File: src/rtl/counter_load_arbiter.sv
// Round-robin owner of a shared loadable up-counter: grants one requester,
// loads its start value, waits for the terminal count, then pulses done.
module counter_load_arbiter #(
  parameter int                 NREQ  = 4,
  parameter int                 WIDTH = 4,
  parameter logic [WIDTH-1:0]   TERM  = 4'hF
) (
  input  logic                    clk,
  input  logic                    rst,
  input  logic [NREQ-1:0]         req,
  input  logic [NREQ*WIDTH-1:0]   req_data,
  output logic [NREQ-1:0]         grant,
  output logic [NREQ-1:0]         done,
  output logic                    busy,
  output logic                    cnt_load,
  output logic [WIDTH-1:0]        cnt_data,
  input  logic [WIDTH-1:0]        cnt_value
);

  localparam int IDXW = (NREQ > 1) ? $clog2(NREQ) : 1;

  typedef enum logic [1:0] {
    ST_IDLE = 2'd0,
    ST_LOAD = 2'd1,
    ST_RUN  = 2'd2,
    ST_DONE = 2'd3
  } state_t;

  state_t              state_r, state_nxt_s;
  logic [IDXW-1:0]     ptr_r, ptr_nxt_s;
  logic [IDXW-1:0]     owner_r, owner_nxt_s;
  logic [IDXW-1:0]     pick_s;
  logic [WIDTH-1:0]    data_r, data_nxt_s;
  logic [NREQ-1:0]     grant_r, grant_nxt_s;
  logic [NREQ-1:0]     done_r, done_nxt_s;
  logic                busy_r, busy_nxt_s;
  logic                cnt_load_r, cnt_load_nxt_s;
  logic [WIDTH-1:0]    cnt_data_r, cnt_data_nxt_s;

  // First set request at or after the pointer, wrapping modulo NREQ.
  function automatic logic [IDXW-1:0] rr_pick(input logic [NREQ-1:0] r,
                                              input logic [IDXW-1:0] p);
    logic [IDXW-1:0] sel;
    logic            found;
    int              idx;
    sel   = '0;
    found = 1'b0;
    for (int k = 0; k < NREQ; k++) begin
      idx = int'(p) + k;
      if (idx >= NREQ) begin
        idx = idx - NREQ;
      end else begin
        idx = idx;
      end
      if (!found && r[IDXW'(idx)]) begin
        sel   = IDXW'(idx);
        found = 1'b1;
      end else begin
        sel   = sel;
      end
    end
    return sel;
  endfunction

  function automatic logic [IDXW-1:0] next_idx(input logic [IDXW-1:0] i);
    return (i == IDXW'(NREQ - 1)) ? IDXW'(0) : i + IDXW'(1);
  endfunction

  function automatic logic [NREQ-1:0] onehot(input logic [IDXW-1:0] i);
    logic [NREQ-1:0] v;
    v    = '0;
    v[i] = 1'b1;
    return v;
  endfunction

  assign pick_s = rr_pick(req, ptr_r);

  // State, arbitration bookkeeping and registered outputs.
  always_ff @(posedge clk or negedge rst) begin
    if (!rst) begin
      state_r    <= ST_IDLE;
      ptr_r      <= '0;
      owner_r    <= '0;
      data_r     <= '0;
      grant_r    <= '0;
      done_r     <= '0;
      busy_r     <= 1'b0;
      cnt_load_r <= 1'b0;
      cnt_data_r <= '0;
    end else begin
      state_r    <= state_nxt_s;
      ptr_r      <= ptr_nxt_s;
      owner_r    <= owner_nxt_s;
      data_r     <= data_nxt_s;
      grant_r    <= grant_nxt_s;
      done_r     <= done_nxt_s;
      busy_r     <= busy_nxt_s;
      cnt_load_r <= cnt_load_nxt_s;
      cnt_data_r <= cnt_data_nxt_s;
    end
  end

  // Next state; an owner dropping its request in RUN wins over terminal count.
  always_comb begin
    state_nxt_s = state_r;
    ptr_nxt_s   = ptr_r;
    owner_nxt_s = owner_r;
    data_nxt_s  = data_r;
    case (state_r)
      ST_IDLE: begin
        if (|req) begin
          owner_nxt_s = pick_s;
          data_nxt_s  = req_data[int'(pick_s)*WIDTH +: WIDTH];
          state_nxt_s = ST_LOAD;
        end else begin
          state_nxt_s = ST_IDLE;
        end
      end
      ST_LOAD: begin
        state_nxt_s = ST_RUN;
      end
      ST_RUN: begin
        if (!req[owner_r]) begin
          state_nxt_s = ST_IDLE;
          ptr_nxt_s   = next_idx(owner_r);
        end else if (cnt_value == TERM) begin
          state_nxt_s = ST_DONE;
        end else begin
          state_nxt_s = ST_RUN;
        end
      end
      ST_DONE: begin
        state_nxt_s = ST_IDLE;
        ptr_nxt_s   = next_idx(owner_r);
      end
      default: begin
        state_nxt_s = ST_IDLE;
      end
    endcase
  end

  // Output values for the upcoming state, registered on the next edge.
  always_comb begin
    grant_nxt_s    = '0;
    done_nxt_s     = '0;
    busy_nxt_s     = 1'b0;
    cnt_load_nxt_s = 1'b0;
    cnt_data_nxt_s = cnt_data_r;
    case (state_nxt_s)
      ST_IDLE: begin
        busy_nxt_s = 1'b0;
      end
      ST_LOAD: begin
        grant_nxt_s    = onehot(owner_nxt_s);
        busy_nxt_s     = 1'b1;
        cnt_load_nxt_s = 1'b1;
        cnt_data_nxt_s = data_nxt_s;
      end
      ST_RUN: begin
        grant_nxt_s = onehot(owner_nxt_s);
        busy_nxt_s  = 1'b1;
      end
      ST_DONE: begin
        grant_nxt_s = onehot(owner_nxt_s);
        done_nxt_s  = onehot(owner_nxt_s);
        busy_nxt_s  = 1'b1;
      end
      default: begin
        busy_nxt_s = 1'b0;
      end
    endcase
  end

  assign grant    = grant_r;
  assign done     = done_r;
  assign busy     = busy_r;
  assign cnt_load = cnt_load_r;
  assign cnt_data = cnt_data_r;

endmodule

File: config.mk
export PLATFORM = sky130hd
export DESIGN_NAME = counter_load_arbiter
export DESIGN_NICKNAME = d
export VERILOG_FILES = /design/src/rtl/counter_load_arbiter.sv
export SDC_FILE = /design/constraint.sdc
export NUM_CORES = 1
export LEC_CHECK = 0
export ABC_CLOCK_PERIOD_IN_PS = 2200
export BUFFER_PORTS_ARGS = -buffer_cell sky130_fd_sc_hd__buf_2
export CAP_MARGIN = 20
export CORE_MARGIN = 10
export CORE_UTILIZATION = 46
export CTS_CLUSTER_DIAMETER = 100
export CTS_CLUSTER_SIZE = 14
export DETAILED_ROUTE_END_ITERATION = 6
export PLACE_DENSITY = 0.77
export SLEW_MARGIN = 20
export SYNTH_ARGS = -nofsm -noshare
export SYNTH_HDL_FRONTEND = slang
export SYNTH_SLANG_ARGS = --single-unit
File: constraint.sdc
create_clock -name clk -period 2.2 [get_ports clk]
set_input_delay 0.11 -clock clk [delete_from_list [all_inputs] [get_ports clk]]
set_output_delay 0.11 -clock clk [all_outputs]
set_load 0.05 [all_outputs]
* After elaboration in Yosys (flattened, before gate mapping)
Index checks and enable logic that the tools add are counted.
** Storage, ports and cells
- Flip-flop bits (word level) :: 24
- Input bits :: 26
- Output and inout port bits :: 14
** Operators by class
- $add $sub $neg :: 8
- Magnitude comparators :: 11
- Equality and inequality tests :: 9
- Shift operators :: 1
- Muxes and demuxes :: 42
- Reductions and logical operators :: 13
** Operators by type and width (count)
- $mux 2 :: 13
- $lt 2x4->1 const B :: 4
- $mux 1 :: 16
- $mux 4 :: 4
- $shiftx 16x5->4 :: 1
- $bmux 1 s2 :: 5
- $eq 2x2->1 const B :: 5
- $ge 3x3->1 const B :: 3
- $pmux 2 s4 :: 1
- $sub 2x1->2 const B :: 4
- $add 2x2->3 const B :: 2
- $lt 2x3->1 const B :: 2
- $eq 2x1->1 const B :: 2
- $eq 4x4->1 const B :: 1
- $logic_and 1x1->1 :: 4
- $logic_not 2->1 :: 2
- $pmux 2 s2 :: 1
- $reduce_or 4->1 :: 1
- $add 2x1->3 const B :: 1
- $ge 2x3->1 const B :: 1
- $logic_not 1->1 :: 3
- $reduce_or 3->1 :: 1
- $add 2x1->2 const B :: 1
- $demux 1 s2 :: 1
- other kinds (5) :: 5

* Depth between registers and ports, before layout
- Depth in word-level cells :: 22
- Gate-level depth with buffers :: 7

* Least setup slack after synthesis
No wires, ideal clock.
- Path type :: register to register
- Start :: reg state_r[0]
- End :: reg grant_r[2] (netlist: grant[2])
- Setup time :: 0.116 ns
- Arrival :: 1.455 ns
- Setup slack :: 0.629 ns
- Stages on the path, launching flop included :: 5
- Buffers on the path :: 0
- Path through :: dfrtp_1 -> or3_4 -> o41ai_4 -> nand2b_1 -> nor2_1
** On the way
- Longest elaborated chain between the ends :: 7
** Ends and longest elaborated chain
- start: declaration :: RTL line 29 : state_t state_r, state_nxt_s;
- start signal: assignment :: RTL line 91 : state_r <= state_nxt_s;
- $logic_not 2->1 (*) :: RTL line 109 : case (state_r)
- $mux 2 (*) :: RTL line 109
- via owner_nxt_s[0] :: RTL line 31 : logic [IDXW-1:0] owner_r, owner_nxt_s;
- $lt 2x3->1 (not written as such) or $ge 2x1->1 (tied branches) :: RTL line 72 : v[i] = 1'b1;
- $logic_and 1x1->1 (not written as such) :: RTL line 72
- $mux 1 (not written as such) :: RTL line 72
- $demux 1 s2 (*) :: RTL line 72
- $mux 4 (*)
- via grant_nxt_s[2] :: RTL line 34 : logic [NREQ-1:0] grant_r, grant_nxt_s;
- end signal: assignment :: RTL line 95 : grant_r <= grant_nxt_s;
- end: declaration :: RTL line 34
The timed path passes the listed nets; every way through them passes the cells marked *.
A chain may end at the register's enable or synchronous reset.

* Worst setup path in the final report
- Start :: reg state_r[1]
- End :: reg grant_r[1] (netlist: grant[1])
The elaborated chain is that of the path after synthesis.

==> qor.csv <==
metric,value,unit
nNetsFinal,158,
drtIter0Drc,45,
cts_buffer_depth,2,
yosys_register_bits,20,
tightestPinTransition,0.508,ns
hold_violations,0,
post_route_cells_drive_above_1_share,41.5,%
finalMaxSlewViolations,0,
status,"finished, final reports clean",
finalWirelength,2530,um
clk_latency,0.31,ns
skew,0.00865,ns
syn_nets,115,
netlist_instances,88,
worstPathRequired,2.44,ns
setup_viol,0,
drtAntennaViolNets,0,
cp-end-kind,register,
detail_route.first_pass.iterations,4,
clkSinkCount,20,
dieHeight,66.6,um
grt_start_max_net_pins,21,
cts_root_buf,clkbuf_4,
grt_pass1_wl,4080,um
layout_min_cycle_time,1.80,ns
critPathMaxFanout,8,
fin_cells,157,
tns,0,ns
synthesis.area,998,sq um
num_rows,16,
finalPower,1.93,mW
finalCritPeriodShare,82.0,%
gp_congestion,0.781,
cts.htree.levels,1,
yosysUniqueCellTypes,30,
core,2020,sq um
path_clk_slew,0.12,ns
start_util,49.4,%
dp.cells,152,
drv_cap,0,
yosys_warnings,0,
syn_avg_cell_area,11.3,sq um
cts_tree,yes,
min_path_type,in2reg,
dieArea,4430,sq um
drcViolationCount,0,
critPathKind,reg2reg,
io_pins,40,
post_cts_buffers,0,
avgViaCountPerCell,5.39,
hpwl,1950,um
p_leak,0.674,nW
rsz0062_at_grt,false,
yosysSeqAreaShare,50.1,%
antenna_found_initial,0,
numCtsBuffers,3,
startpoint_type,register,
grt_pass1_vias,888,
layout_commonest_cell,buf_2,
fp.dieW,66.6,um
final_cell_mix,"buf_2 (39), dfrtp_1 (20), nand2_1 (9), mux2i_1 (9), nor2_1 (8)",
slew_headroom,66.0,%
track_usage,11.6,%
portBuffers,39,
num_antenna_cells,0,
worstPathArrival,2.04,ns
area_growth,28.2,%
power_density,1510,nW/um^2
wl_per_cell,16.1,um
vdd_drop_max,0.978,mV
grt_overflow,0,
num_vias,847,
fmax,554,MHz
cells by family (layout without fill, tap and decap cells):
| group | Yosys count | count (layout) | share of synthesized area [%] |
|---|---|---|---|
| buf+inv | 5 | 47 | 2.13 |
| flops | 20 | 20 | 50.1 |
| fa+ha+maj | 1 | 1 | 1.25 |
| mux | 11 | 11 | 11.3 |
| compound gates | 17 | 17 | 15.7 |
| simple gates | 34 | 34 | 19.5 |
per-layer routing:
metal / up-vias / track usage, % / wire length, um
met5: - / 0 / 0
met4: 0 / 3.14 / 25
met3: 5 / 6.52 / 252
met2: 29 / 19.0 / 1270
met1: 408 / 12.5 / 986
li1: 405 / - / -
sequential cells by signal (all words and copies together) (netlist names):
name	count
cnt_data	4
ptr_r	2
state_r	2
grant	4
owner_r	2
done	4
cnt_load	1
busy	1
cell type report:
type                            instances  area (sq um)
Clock buffer                            3          22.5
Fill cell                             172           742
Multi-Input combinational cell         63           477
Timing Repair Buffer                   40           205
Clock inverter                          1          30.0
Inverter                                3          11.3
Sequential cell                        20           500
Tap cell                               27          33.8
power breakdown:
part	switching [mW]	leakage, nW	internal, mW
Sequential	0.0959	0.255	0.506
Clock	0.121	0.0279	0.184
Combinational	0.680	0.391	0.347
Total	0.897	0.674	1.04
Yosys cell counts (all sizes together):
library cell,count,share of area (%)
a211o,1,0.88
a21boi,2,1.5
a21o,1,0.75
a311o,1,1.0
and2,1,0.88
and3,2,1.3
buf,2,1.0
dfrtp,20,50
ha,1,1.3
inv,3,1.1
mux2,2,2.3
mux2i,9,9.0
nand2,9,3.4
nand2b,3,1.9
nand3,1,0.50
nand4,1,0.63
nor2,8,3.0
nor2b,4,2.5
nor4,3,3.8
o211ai,1,1.3
o21ai,3,1.5
o21ba,1,1.0
o21bai,1,0.75
o221ai,4,3.5
o31ai,1,0.75
o41ai,1,2.8
or3,2,1.8
repair_timing:
| action | CTS | global route |
|---|---|---|
| hold endpoints to repair | 20 | 0 |
| gates resized for setup | 0 | 0 |
| hold buffers | 1 | 0 |
critical path: stages, from the launching register on:
cell,delay [ns]
dfrtp_1,0.45
or3_4,0.45
o41ai_4,0.56
nand2_1,0.14
nor2_1,0.13
path summary, 6_finish.rpt:
path / from / to / slack, ns / depth (start not counted)
max: state_r[1] / grant[1] / 0.40 / 4
min: req_data[13] / cnt_data[1] / 0.11 / 3
max reg2reg: state_r[1] / grant[1] / 0.40 / 4
min reg2reg: cnt_data[1] / cnt_data[1] / 0.50 / 2
max in group asynchronous: rst / done[3] / 1.60 / 2
min in group asynchronous: rst / cnt_data[1] / 0.28 / 2
per-stage QoR:
| stage | cell area [sq um] | worst slack, ns | utilization (%) | hold slack [ns] |
|---|---|---|---|---|
| global route | 1280 | 0.280 | 63.3 | 0.114 |
| finish | 1280 | 0.396 | 63.3 | 0.109 |
| floorplan | 998 | 0.629 | - | -0.186 |
| CTS | 1280 | 0.413 | 63.3 | 0.115 |
| global placement | 1220 | 0.429 | 60.2 | 0.0760 |
| detailed placement | 1220 | 0.432 | 60.2 | 0.0808 |
Power figures use the tool's default switching activity.
